`src/rtl/program_loader_pkg.sv`:
```
// Shared types and constants for the byte-stream program loader.
package program_loader_pkg;

  localparam int unsigned WORD_W         = 32;
  localparam int unsigned BYTE_W         = 8;
  localparam int unsigned LEN_W          = 16;
  localparam int unsigned BYTES_PER_WORD = 4;
  localparam int unsigned IDX_W          = 2;

  localparam logic [WORD_W-1:0] DEFAULT_BASE_ADDRESS = 32'h0040_0000;

  typedef enum logic [2:0] {
    IDLE   = 3'd0,
    LEN_HI = 3'd1,
    LEN_LO = 3'd2,
    DATA   = 3'd3,
    WRITE  = 3'd4,
    DONE   = 3'd5,
    ERROR  = 3'd6
  } state_t;

  typedef struct packed {
    logic [WORD_W-1:0] addr;
    logic [WORD_W-1:0] data;
  } mem_wr_t;

endpackage

```
`src/rtl/program_loader_if.sv`:
```
// Byte-stream input and program-memory write side of the loader.
interface program_loader_if #(
  parameter int unsigned DATA_WIDTH = program_loader_pkg::WORD_W
) ();

  logic                  Start;
  logic [7:0]            ByteIn;
  logic                  ByteValid;
  logic                  ByteReady;
  logic                  WriteEnable;
  logic [DATA_WIDTH-1:0] WriteAddress;
  logic [DATA_WIDTH-1:0] WriteData;
  logic                  CpuHold;
  logic                  Done;
  logic                  Error;

  modport master (
    output Start, ByteIn, ByteValid,
    input  ByteReady, WriteEnable, WriteAddress, WriteData, CpuHold, Done, Error
  );

  modport slave (
    input  Start, ByteIn, ByteValid,
    output ByteReady, WriteEnable, WriteAddress, WriteData, CpuHold, Done, Error
  );

endinterface

```
`src/rtl/program_loader_word_assembler.sv`:
```
// Shifts bytes MSB-first into a word; flags the accept that completes the word.
module word_assembler
  import program_loader_pkg::*;
(
  input  logic              clk,
  input  logic              rst_n,
  input  logic              i_clear,
  input  logic              i_load,
  input  logic [BYTE_W-1:0] i_byte,
  output logic [WORD_W-1:0] o_word_c,
  output logic              o_word_full_c
);

  // Only the low three bytes are kept; the top byte is always the oldest.
  logic [WORD_W-BYTE_W-1:0] r_word;
  logic [IDX_W-1:0]         r_byte_idx;

  assign o_word_c      = {r_word, i_byte};
  assign o_word_full_c = i_load && (r_byte_idx == IDX_W'(BYTES_PER_WORD - 1));

  always_ff @(posedge clk or negedge rst_n) begin
    if (!rst_n) begin
      r_word     <= '0;
      r_byte_idx <= '0;
    end else if (i_clear) begin
      r_word     <= '0;
      r_byte_idx <= '0;
    end else if (i_load) begin
      r_word     <= o_word_c[WORD_W-BYTE_W-1:0];
      r_byte_idx <= IDX_W'(r_byte_idx + IDX_W'(1));
    end
  end

endmodule

```
`src/rtl/program_loader.sv`:
```
// Receives a length-prefixed byte stream and writes it into program memory,
// holding the CPU in reset until the load completes.
module program_loader
  import program_loader_pkg::*;
#(
  parameter int unsigned       MEMORY_DEPTH = 32,
  parameter int unsigned       DATA_WIDTH   = WORD_W,
  parameter logic [WORD_W-1:0] BASE_ADDRESS = DEFAULT_BASE_ADDRESS
) (
  input  logic             clk,
  input  logic             reset,
  program_loader_if.slave  bus
);

  state_t             r_state;
  state_t             w_next;
  logic               r_byte_ready;
  logic               r_we;
  logic               r_done;
  logic               r_error;
  logic               r_cpu_hold;
  logic [LEN_W-1:0]   r_len;
  logic [LEN_W-1:0]   r_count;
  mem_wr_t            r_wr;

  logic               w_accept;
  logic               w_load;
  logic               w_clear;
  logic [LEN_W-1:0]   w_len_c;
  logic [LEN_W-1:0]   w_count_inc;
  logic [WORD_W-1:0]  w_word_c;
  logic               w_word_full_c;

  assign w_accept    = bus.ByteValid && r_byte_ready;
  assign w_len_c     = {r_len[LEN_W-1:BYTE_W], bus.ByteIn};
  assign w_count_inc = LEN_W'(r_count + LEN_W'(1));

  word_assembler u_word_assembler (
    .clk           (clk),
    .rst_n         (reset),
    .i_clear       (w_clear),
    .i_load        (w_load),
    .i_byte        (bus.ByteIn),
    .o_word_c      (w_word_c),
    .o_word_full_c (w_word_full_c)
  );

  // Next-state and assembler control.
  always_comb begin
    w_next  = r_state;
    w_load  = 1'b0;
    w_clear = 1'b0;
    case (r_state)
      IDLE, DONE, ERROR: begin
        if (bus.Start) w_next = LEN_HI;
      end
      LEN_HI: begin
        if (w_accept) w_next = LEN_LO;
      end
      LEN_LO: begin
        if (w_accept) begin
          if (w_len_c == '0) begin
            w_next = DONE;
          end else if (w_len_c > LEN_W'(MEMORY_DEPTH)) begin
            w_next = ERROR;
          end else begin
            w_next  = DATA;
            w_clear = 1'b1;
          end
        end
      end
      DATA: begin
        w_load = w_accept;
        if (w_word_full_c) w_next = WRITE;
      end
      WRITE: begin
        if (w_count_inc == r_len) begin
          w_next = DONE;
        end else begin
          w_next  = DATA;
          w_clear = 1'b1;
        end
      end
      default: w_next = IDLE;
    endcase
  end

  // State, registered outputs and datapath; outputs decode the next state.
  always_ff @(posedge clk or negedge reset) begin
    if (!reset) begin
      r_state      <= IDLE;
      r_byte_ready <= 1'b0;
      r_we         <= 1'b0;
      r_done       <= 1'b0;
      r_error      <= 1'b0;
      r_cpu_hold   <= 1'b1;
      r_len        <= '0;
      r_count      <= '0;
      r_wr         <= '0;
    end else begin
      r_state      <= w_next;
      r_byte_ready <= (w_next == LEN_HI) || (w_next == LEN_LO) || (w_next == DATA);
      r_we         <= (w_next == WRITE);
      r_done       <= (w_next == DONE);
      r_error      <= (w_next == ERROR);
      r_cpu_hold   <= (w_next != DONE);
      if (r_state == LEN_HI && w_accept) r_len[LEN_W-1:BYTE_W] <= bus.ByteIn;
      if (r_state == LEN_LO && w_accept) begin
        r_len[BYTE_W-1:0] <= bus.ByteIn;
        r_count           <= '0;
      end
      if (r_state == WRITE) r_count <= w_count_inc;
      if (w_word_full_c) begin
        r_wr.addr <= BASE_ADDRESS + WORD_W'({r_count, 2'b00});
        r_wr.data <= w_word_c;
      end
    end
  end

  assign bus.ByteReady    = r_byte_ready;
  assign bus.WriteEnable  = r_we;
  assign bus.WriteAddress = DATA_WIDTH'(r_wr.addr);
  assign bus.WriteData    = DATA_WIDTH'(r_wr.data);
  assign bus.CpuHold      = r_cpu_hold;
  assign bus.Done         = r_done;
  assign bus.Error        = r_error;

endmodule
```
`src/flat_wrapper.sv`:
```
// flat-port wrapper written by rule: the top's interface ports become plain ports
module program_loader_flat import program_loader_pkg::*;
#(
  parameter int unsigned       MEMORY_DEPTH = 32,
  parameter int unsigned       DATA_WIDTH   = WORD_W,
  parameter logic [WORD_W-1:0] BASE_ADDRESS = DEFAULT_BASE_ADDRESS
)
  (clk, reset, bus_Start, bus_ByteIn, bus_ByteValid, bus_ByteReady, bus_WriteEnable, bus_WriteAddress, bus_WriteData, bus_CpuHold, bus_Done, bus_Error);
  program_loader_if #(.DATA_WIDTH(DATA_WIDTH)) bus_i ();
  input  logic clk;
  input  logic reset;
  input wire logic [$bits(bus_i.Start)-1:0] bus_Start;
  input wire logic [$bits(bus_i.ByteIn)-1:0] bus_ByteIn;
  input wire logic [$bits(bus_i.ByteValid)-1:0] bus_ByteValid;
  output wire logic [$bits(bus_i.ByteReady)-1:0] bus_ByteReady;
  output wire logic [$bits(bus_i.WriteEnable)-1:0] bus_WriteEnable;
  output wire logic [$bits(bus_i.WriteAddress)-1:0] bus_WriteAddress;
  output wire logic [$bits(bus_i.WriteData)-1:0] bus_WriteData;
  output wire logic [$bits(bus_i.CpuHold)-1:0] bus_CpuHold;
  output wire logic [$bits(bus_i.Done)-1:0] bus_Done;
  output wire logic [$bits(bus_i.Error)-1:0] bus_Error;
  assign bus_i.Start = bus_Start;
  assign bus_i.ByteIn = bus_ByteIn;
  assign bus_i.ByteValid = bus_ByteValid;
  assign bus_ByteReady = bus_i.ByteReady;
  assign bus_WriteEnable = bus_i.WriteEnable;
  assign bus_WriteAddress = bus_i.WriteAddress;
  assign bus_WriteData = bus_i.WriteData;
  assign bus_CpuHold = bus_i.CpuHold;
  assign bus_Done = bus_i.Done;
  assign bus_Error = bus_i.Error;
  program_loader #(.MEMORY_DEPTH(MEMORY_DEPTH), .DATA_WIDTH(DATA_WIDTH), .BASE_ADDRESS(BASE_ADDRESS)) u_core (.clk(clk), .reset(reset), .bus(bus_i));
endmodule
```
`config.mk`:
```
export PLATFORM = sky130hd
export DESIGN_NAME = program_loader_flat
export DESIGN_NICKNAME = d
export VERILOG_FILES = /design/src/rtl/program_loader_pkg.sv /design/src/rtl/program_loader_if.sv /design/src/rtl/program_loader_word_assembler.sv /design/src/rtl/program_loader.sv /design/src/flat_wrapper.sv
export SDC_FILE = /design/constraint.sdc
export NUM_CORES = 1
export LEC_CHECK = 0
export BUFFER_PORTS_ARGS = -buffer_cell sky130_fd_sc_hd__buf_2
export CORE_ASPECT_RATIO = 1.2
export CORE_MARGIN = 2
export CORE_UTILIZATION = 50
export CTS_CLUSTER_SIZE = 16
export DETAILED_ROUTE_END_ITERATION = 12
export HOLD_SLACK_MARGIN = 0.1
export PLACE_DENSITY = 0.77
export SLEW_MARGIN = 20
export SYNTH_ARGS = -nofsm -noshare
export SYNTH_HDL_FRONTEND = slang
export SYNTH_SLANG_ARGS = --single-unit
```
`constraint.sdc`:
```
create_clock -name clk -period 3.3 [get_ports clk]
set_input_delay 0.33 -clock clk [delete_from_list [all_inputs] [get_ports clk]]
set_output_delay 0.33 -clock clk [all_outputs]
set_load 0.02 [all_outputs]
```
==> results_dict.tcl, run 1 <==
set metrics [dict create \
    status "finished, final reports clean" \
    final_antenna_net_count 0 \
    first_iter_violations 241 \
    rsz0062_at_grt "false" \
    synth_edf_count 0 \
    tightestPinTransition_ps 1060 \
    track_usage_pct 21.7 \
    finalSetupTns_ps 0 \
    clockRootBuffer "clkbuf_16" \
    die_h_microns 121 \
    hp-class "in2reg" \
    yosysWarnings 0 \
    portBuffers 65 \
    rows 42 \
    power_density_mw_per_mm2 894 \
    cts.sinks 115 \
    grt_pass1_wl_microns 20300 \
    gp_congestion 0.887 \
    die_area_sq_mm 0.0122 \
    ios 81 \
    grt_max_degree 74 \
    antenna_found_initial 0 \
    first_pass_iters 5 \
    slew_headroom_pct 28.9 \
    arrival_ps 3280 \
    postRouteWirelength_microns 12300 \
    peakVddDrop_mv 0.538 \
    synth_area_per_cell_sq_um 11.6 \
    ys_types 58 \
    drive_gt1_share_pct 38.1 \
    area_growth_pct 16.4 \
    vias 4052 \
    initial_core_util_pct 51.3 \
    numCtsBuffers 17 \
    worstSetupPathType "reg2reg" \
    stdcell_area_sq_mm 0.00659 \
    viasPerCell 5.82 \
    critPathMaxFanout 26 \
    dpl-instance-area_sq_mm 0.00602 \
    route.detailed.drc 0 \
    h-tree-depth 4 \
    setup_viol 0 \
    final_max_slew_viol_count 0 \
    dp_hpwl_microns 8160 \
    fmax_ghz 0.331 \
    leakage_nw 3.11 \
    cts.path.max_buffers 2 \
    clk_pin_slew_ps 60 \
    seq_area_frac_synth_pct 50.9 \
    synth.ff_latch_count 115 \
    tritoncts "yes" \
    max-cap-violations 0 \
    period_needed_ps 3020 \
    worstPathRequired_ps 3560 \
    antenna_cells 0 \
    finalNetCount 565 \
    synth_ff_type "dfrtp_1" \
    min_period_over_period_pct 91.6 \
    core_area_sq_mm 0.0110 \
    skew_ps 6.40 \
    async_flop_share_pct 100 \
    cts_resized 0 \
    fp.dieW_microns 101 \
    start_kind "flip-flop" \
    grt_pass1_vias 4015 \
    clk_latency_ps 420 \
    syn_area_sq_mm 0.00566 \
    hold_violations 0 \
    end_kind "flip-flop" \
    synth_cells 490 \
    wl_per_cell_microns 17.7 \
    grt_overflow 0 \
]
[metrics by stage]
stage	worst slack (ps)	hold slack, ps	util, %	instances	power (mW)
after global routing	71.9	249	59.7	696	6.22
after CTS	312	236	59.7	696	5.92
after floorplan	734	34.4	-	504	3.67
after detailed placement	340	452	54.6	663	4.20
after global placement	488	447	54.6	663	4.09
final	279	248	59.7	696	5.89
[state kept, by name, summed over array words and instances (netlist names)]
register	count
u_core.bus.ByteReady	1
u_core.bus.CpuHold	1
u_core.bus.Done	1
u_core.bus.Error	1
u_core.bus.WriteAddress	17
u_core.bus.WriteData	32
u_core.bus.WriteEnable	1
u_core.r_count	16
u_core.r_len	16
u_core.r_state	3
u_core.u_word_assembler.r_byte_idx	2
u_core.u_word_assembler.r_word	24
[cell families (layout without fill, tap and decap cells)]
logic type      after synthesis  in the layout  synth area share [%]
mux                          94             94                  18.6
buf+inv                      51            111                  4.77
xor+xnor                     19             19                  2.94
fa+ha+maj                     2              2                 0.442
compound gates               85             85                  10.9
other cells                   1             15                0.0662
simple gates                123            123                  11.4
flops                       115            115                  50.9
[worst max-delay path, stage by stage (launching register included)]
cell and delay [ps]:
dfrtp_1 460, nand3_2 270, or4_1 710, and3_4 230, o32a_2 390, a21oi_4 640
a211oi_1 140
[final cells by class]
| type | count | area (sq um) |
|---|---|---|
| clock buffers | 17 | 425 |
| clock inverters | 15 | 128 |
| fillers | 878 | 4450 |
| inverters | 5 | 18.8 |
| multi-input cells | 338 | 2570 |
| flip-flops and latches | 115 | 2880 |
| well taps | 132 | 165 |
| repair buffers | 74 | 398 |
[placed cells by master, fill, tap and decap left out, types with 13 or more instances in the layout]
cell       instances
dfrtp_1          114
buf_2             64
xnor2_1           13
conb_1            15
a211oi_1          24
nor2_1            17
mux2_2            90
nand2_1           51
clkbuf_16         17
o21ai_0           21
[cell usage after synthesis (6+ instances only)]
cell type | instances | area share [%]
dfrtp_1 | 114 | 50
mux2_2 | 90 | 18
nand2_1 | 51 | 3.4
a211oi_1 | 24 | 3.2
clkbuf_1 | 23 | 1.5
o21ai_0 | 21 | 1.9
nor2_1 | 18 | 1.2
buf_4 | 15 | 2.0
xnor2_1 | 13 | 2.0
nand3_1 | 9 | 0.80
nor3_1 | 8 | 0.71
a21oi_1 | 7 | 0.62
xor2_1 | 6 | 0.93
[per-layer routing]
| metal | vias up | track usage (%) | part of all wire, % |
|---|---|---|---|
| li1 | 1873 | - | - |
| met1 | 2012 | 26.6 | 41 |
| met2 | 134 | 34.9 | 51 |
| met3 | 33 | 5.66 | 4.9 |
| met4 | 0 | 11.4 | 3.0 |
| met5 | - | 0 | 0 |
[power by group]
group	leakage, nW	internal, mW	total, mW	switching [mW]
Sequential	1.53	1.88	2.34	0.457
Clock	0.261	0.977	1.69	0.717
Combinational	1.32	0.878	1.86	0.981
[timing repair]
item	CTS	global route
hold endpoints to repair	70	0
setup buffers	0	0
hold buffers	1	0
[final timing paths]
kind	start	end	slack, ps	cells after the start
worst max-delay path	u_core.r_count[5]$_DFFE_PN0P_	u_core.u_word_assembler.r_byte_idx[0]$_DFFE_PN0P_	280	6
worst min register to register	u_core.bus.WriteAddress[22]$_DFFE_PN0P_	u_core.bus.WriteAddress[22]$_DFFE_PN0P_	460	1
worst min-delay path	bus_ByteIn[4]	u_core.r_len[4]$_DFFE_PN0P_	250	2
min in group asynchronous	reset	u_core.bus.WriteData[19]$_DFFE_PN0P_	590	2
worst max register to register	u_core.r_count[5]$_DFFE_PN0P_	u_core.u_word_assembler.r_byte_idx[0]$_DFFE_PN0P_	280	6
max in group asynchronous	reset	u_core.bus.WriteData[5]$_DFFE_PN0P_	1820	3
No activity file was read; power rests on OpenSTA's default activity.
==> run 2: changes to the inputs <==
--- a/config.mk
+++ b/config.mk
@@ -6,7 +6,7 @@
 export NUM_CORES = 1
 export LEC_CHECK = 0
 export BUFFER_PORTS_ARGS = -buffer_cell sky130_fd_sc_hd__buf_2
-export CORE_ASPECT_RATIO = 1.2
+export CORE_ASPECT_RATIO = 1.4
 export CORE_MARGIN = 2
 export CORE_UTILIZATION = 50
 export CTS_CLUSTER_SIZE = 16
==> run 2 against run 1 <==
Effect of this change: count of clock-buffer cells in the layout up 5; largest cell class unchanged; highest routed layer unchanged; global-route usage shrank 0.17 points; routed wire length rose by 2.8%; sequential share of layout area shrank 0.78 points; sequential power barely moved; register-to-register slack better by 50 ps; worst hold slack worse by 1.0 ps; non-clock buffer count grew 4; setup slack gained 49 ps.
==> results_dict.tcl, run 2 (same netlist as run 1, synthesis figures left out) <==
set metrics [dict create \
    crit_chain "ha_1 -> nand3_1 -> nor4_4 -> mux2_2 -> o211ai_1 -> a21oi_4 -> a211oi_1" \
    worstPathRequired_ps 3600 \
    peakVddDrop_mv 0.571 \
    grt_max_degree 81 \
    grt_pass1_vias 3934 \
    rsz0062_at_grt "false" \
    wl_met3_microns 612 \
    grt_pass1_wl_microns 20200 \
    end_kind "flip-flop" \
    dp_hpwl_microns 8680 \
    tightestPinTransition_ps 1100 \
    area_growth_pct 18.5 \
    numCtsBuffers 17 \
    portBuffers 65 \
    route.detailed.drc 0 \
    min_period_over_period_pct 90.1 \
    met1_length_microns 5070 \
    start_kind "flip-flop" \
    worstSetupPathType "reg2reg" \
    die_area_sq_mm 0.0122 \
    clockRootBuffer "clkbuf_16" \
    cts_setup_buffers 0 \
    postRouteWirelength_microns 12700 \
    die_h_microns 130 \
    cpPeakStageDelay_ps 510 \
    track_usage_pct 21.5 \
    setup_viol 0 \
    core_area_sq_mm 0.0112 \
    initial_core_util_pct 50.7 \
    met2_wirelength_microns 6700 \
    hold_ws_ps 247 \
    largest_reg_flops 32 \
    dp_slack_ps 301 \
    clk_latency_ps 410 \
    final_antenna_net_count 0 \
    period_needed_ps 2970 \
    rows 46 \
    skew_ps 5.85 \
    gp_congestion 0.895 \
    cts.sinks 115 \
    hp-class "in2reg" \
    hold_violations 0 \
    slowest_stage "dfrtp_1" \
    antenna_found_initial 0 \
    power_density_mw_per_mm2 908 \
    top_layer "met4" \
    arrival_ps 3270 \
    n_fill_cell 900 \
    drive_gt1_share_pct 38.6 \
    tritoncts "yes" \
    cts_hold_buffers 1 \
    first_iter_violations 258 \
    final_max_slew_viol_count 0 \
    finalNetCount 569 \
    first_pass_iters 4 \
    vias 4061 \
    layout_common_cells "dfrtp_1, mux2_2, buf_2" \
    fmax_ghz 0.336 \
    grt_overflow 0 \
    clk_pin_slew_ps 60 \
    status "finished, final reports clean" \
    viasPerCell 5.70 \
    wl_per_cell_microns 17.8 \
    r2r_setup_slack_ps 330 \
    leakage_nw 3.17 \
    layout_commonest_cell "dfrtp_1" \
    cts_resized 0 \
    fp.dieW_microns 93.9 \
    ios 81 \
    setup_ws_ps 327 \
    critPathMaxFanout 26 \
    cts.path.max_buffers 2 \
    antenna_cells 0 \
    finalSetupTns_ps 0 \
    max-cap-violations 0 \
    slew_headroom_pct 26.7 \
    h-tree-depth 4 \
]
[run 2: cell count changes in the layout (fill, tap and decap cells not counted)]
cell / before / now
buf_12: 0 / 1
inv_6: 4 / 2
inv_8: 2 / 0
buf_4: 9 / 12
clkbuf_8: 0 / 5
clkinv_4: 4 / 1
bufinv_16: 0 / 2
[run 2: critical path, delay by kind of cell, from the launching register on]
family / cells / cell delay [ps]
flops: 1 / 510
compound gates: 3 / 880
mux: 1 / 380
simple gates: 2 / 800
fa+ha+maj: 1 / 280
[run 2: stage by stage]
stage	instance area, sq um	instances	utilization, %	power (mW)
floorplan	5710	504	-	3.67
global route	6710	712	60.1	6.41
detailed placement	6080	679	54.5	4.22
CTS	6710	712	60.1	6.11
finish	6710	712	60.1	6.09
global placement	6080	679	54.5	4.13
[run 2: final timing paths]
check | start | depth (start not counted) | end
worst min-delay path | bus_ByteIn[0] | 2 | u_core.r_len[0]$_DFFE_PN0P_
min in group asynchronous | reset | 2 | u_core.bus.WriteAddress[8]$_DFFE_PN0P_
worst min register to register | u_core.bus.WriteAddress[22]$_DFFE_PN0P_ | 1 | u_core.bus.WriteAddress[22]$_DFFE_PN0P_
max in group asynchronous | reset | 3 | u_core.bus.WriteData[23]$_DFFE_PN0P_
worst max-delay path | u_core.r_count[0]$_DFFE_PN0P_ | 7 | u_core.u_word_assembler.r_word[18]$_DFFE_PN0P_
worst max register to register | u_core.r_count[0]$_DFFE_PN0P_ | 7 | u_core.u_word_assembler.r_word[18]$_DFFE_PN0P_
[run 2: final cells by class]
| type | count | area [sq um] | share of cell area [%] |
|---|---|---|---|
| repair buffers | 78 | 440 | 6.57 |
| clock inverters | 10 | 121 | 1.81 |
| inverters | 5 | 18.8 | 0.280 |
| multi-input cells | 338 | 2570 | 38.4 |
| clock buffers | 22 | 494 | 7.37 |
| flip-flops and latches | 115 | 2880 | 42.9 |
| well taps | 144 | 180 | 2.69 |
[run 2: layer usage]
metal  vias to the layer above  track usage, %
met1                      2032            25.7
met3                        25            4.62
li1                       1874               -
met4                         0            10.1
met5                         -               0
met2                       130            37.1
[run 2: power breakdown]
group | internal, mW | leakage (nW) | switching [mW] | total, mW
sequential | 1.88 | 1.53 | 0.456 | 2.34
clock | 1.22 | 0.291 | 0.653 | 1.87
combinational | 0.894 | 1.34 | 0.988 | 1.88
==> run 3: changes to the inputs <==
--- a/config.mk
+++ b/config.mk
@@ -8,11 +8,11 @@
 export BUFFER_PORTS_ARGS = -buffer_cell sky130_fd_sc_hd__buf_2
 export CORE_ASPECT_RATIO = 1.4
 export CORE_MARGIN = 2
-export CORE_UTILIZATION = 50
+export CORE_UTILIZATION = 45
 export CTS_CLUSTER_SIZE = 16
 export DETAILED_ROUTE_END_ITERATION = 12
 export HOLD_SLACK_MARGIN = 0.1
-export PLACE_DENSITY = 0.77
+export PLACE_DENSITY = 0.71
 export SLEW_MARGIN = 20
 export SYNTH_ARGS = -nofsm -noshare
 export SYNTH_HDL_FRONTEND = slang
==> run 3 against run 2 <==
Effect of this change: via count down 0.44%; sequential cell count unchanged; global-route usage decreased by 2.2 points; combinational power about the same; sequential power is essentially flat; core utilization down 5.5 points; clock skew increased by 3.1 ps; register-to-register slack improved by 90 ps; count of clock-buffer cells in the layout up 1; first-iteration DRC count grew 8.5%; routed wire length is essentially flat; sequential share of layout area down 0.096 points; critical path type unchanged.
==> results_dict.tcl, run 3 (same netlist as run 1, synthesis figures left out) <==
set metrics [dict create \
    crit_chain "ha_1 -> nand3_1 -> nor4_4 -> mux2_2 -> o211ai_1 -> a21oi_4 -> buf_4 -> a211oi_1" \
    antenna_found_initial 0 \
    min_period_over_period_pct 87.3 \
    die_area_sq_mm 0.0135 \
    layout_common_cells "dfrtp_1, mux2_2, buf_2" \
    power_density_mw_per_mm2 913 \
    dp_hpwl_microns 8680 \
    rows 48 \
    pwr-share-seq_pct 38.3 \
    h-tree-depth 4 \
    drive_gt1_share_pct 38.3 \
    hold_violations 0 \
    setup_viol 0 \
    met1_length_microns 5290 \
    skew_ps 8.97 \
    core_area_sq_mm 0.0123 \
    critPathMaxFanout 26 \
    layout_commonest_cell "dfrtp_1" \
    fmax_ghz 0.347 \
    grt_pass1_vias 4024 \
    rsz0062_at_grt "false" \
    worstSetupPathType "reg2reg" \
    final_cells 716 \
    antenna_cells 0 \
    stdcell_area_sq_mm 0.00672 \
    end_kind "flip-flop" \
    peakVddDrop_mv 0.500 \
    fp.dieW_microns 98.8 \
    p_int_mw 4.07 \
    leakage_nw 3.18 \
    clockPowerShare_pct 31.2 \
    initial_core_util_pct 46.0 \
    p_sw_mw 2.07 \
    max-cap-violations 0 \
    postRouteWirelength_microns 12700 \
    grt_max_degree 52 \
    area_growth_pct 18.7 \
    fin_util_pct 54.6 \
    track_usage_pct 19.3 \
    cts.path.max_buffers 2 \
    top_layer "met4" \
    viasPerCell 5.65 \
    cts_resized 0 \
    gp_congestion 0.877 \
    setup_ws_ps 420 \
    first_iter_violations 280 \
    largest_reg_flops 32 \
    slowest_stage "dfrtp_1" \
    dp_slack_ps 471 \
    clk_pin_slew_ps 50 \
    slew_headroom_pct 40.2 \
    cpPeakStageDelay_ps 510 \
    status "finished, final reports clean" \
    tritoncts "yes" \
    total_power_mw 6.13 \
    finalSetupTns_ps 0 \
    grt_overflow 0 \
    hold_ws_ps 256 \
    portBuffers 65 \
    final_antenna_net_count 0 \
    met2_wirelength_microns 6560 \
    worstPathRequired_ps 3590 \
    tightestPinTransition_ps 897 \
    clk_latency_ps 410 \
    clockRootBuffer "clkbuf_16" \
    start_kind "flip-flop" \
    cts_setup_buffers 0 \
    dpl-instance-area_sq_mm 0.00608 \
    ios 81 \
    route.detailed.drc 0 \
    hp-class "in2reg" \
    combPwrFrac_pct 30.4 \
    arrival_ps 3170 \
    finalNetCount 568 \
    final_max_slew_viol_count 0 \
    grt_pass1_wl_microns 20700 \
    placed_cells 684 \
    die_h_microns 137 \
    wl_met3_microns 596 \
    vias 4043 \
    numCtsBuffers 17 \
    switching_share_pct 33.7 \
    cts.sinks 115 \
    wl_per_cell_microns 17.7 \
    period_needed_ps 2880 \
    first_pass_iters 4 \
]
[run 3: critical path, delay by kind of cell, from the launching register on]
family | cells | cell delay, ps
buffers and inverters | 1 | 270
and+or+nand+nor | 2 | 640
DFF | 1 | 510
muxes | 1 | 380
adders and majority gates | 1 | 300
AOI/OAI and AO/OA | 3 | 650
[run 3: path summary, 6_finish.rpt]
kind	depth (start not counted)	start	to	slack (ps)
setup / recovery	8	u_core.r_count[0]$_DFFE_PN0P_	u_core.u_word_assembler.r_word[0]$_DFFE_PN0P_	420
hold / removal	2	bus_ByteIn[2]	u_core.r_len[2]$_DFFE_PN0P_	260
setup reg to reg	8	u_core.r_count[0]$_DFFE_PN0P_	u_core.u_word_assembler.r_word[0]$_DFFE_PN0P_	420
hold reg to reg	1	u_core.bus.WriteAddress[22]$_DFFE_PN0P_	u_core.bus.WriteAddress[22]$_DFFE_PN0P_	470
max in group asynchronous	3	reset	u_core.r_count[7]$_DFFE_PN0P_	2040
min in group asynchronous	2	reset	u_core.bus.WriteAddress[17]$_DFFE_PN0P_	510
[run 3: power by group through the flow]
| stage | Clock [mW] | Sequential (mW) | Combinational, mW |
|---|---|---|---|
| after CTS | 1.95 | 2.34 | 1.88 |
| after detailed placement | 0 | 2.36 | 1.86 |
| after global routing | 2.01 | 2.41 | 2.04 |
| after global placement | 0 | 2.34 | 1.79 |
| after floorplan | 0 | 2.36 | 1.31 |
| final | 1.92 | 2.35 | 1.87 |
[run 3: area by class of cell]
type | count | area, sq um
Fill cell | 1013 | 5590
Sequential cell | 115 | 2880
Multi-Input combinational cell | 338 | 2570
Clock buffer | 23 | 508
Timing Repair Buffer | 77 | 433
Tap cell | 150 | 188
Clock inverter | 8 | 123
Inverter | 5 | 18.8
[run 3: routing by layer]
metal	up-vias	global-route usage, %
li1	1870	-
met1	2032	23.7
met2	118	32.7
met3	23	4.95
met4	0	7.23
met5	-	0
[run 3: what timing repair did]
action,in CTS,in global routing
endpoints found under the hold margin,48,0
endpoints found under the setup margin,0,0
hold buffers,1,0
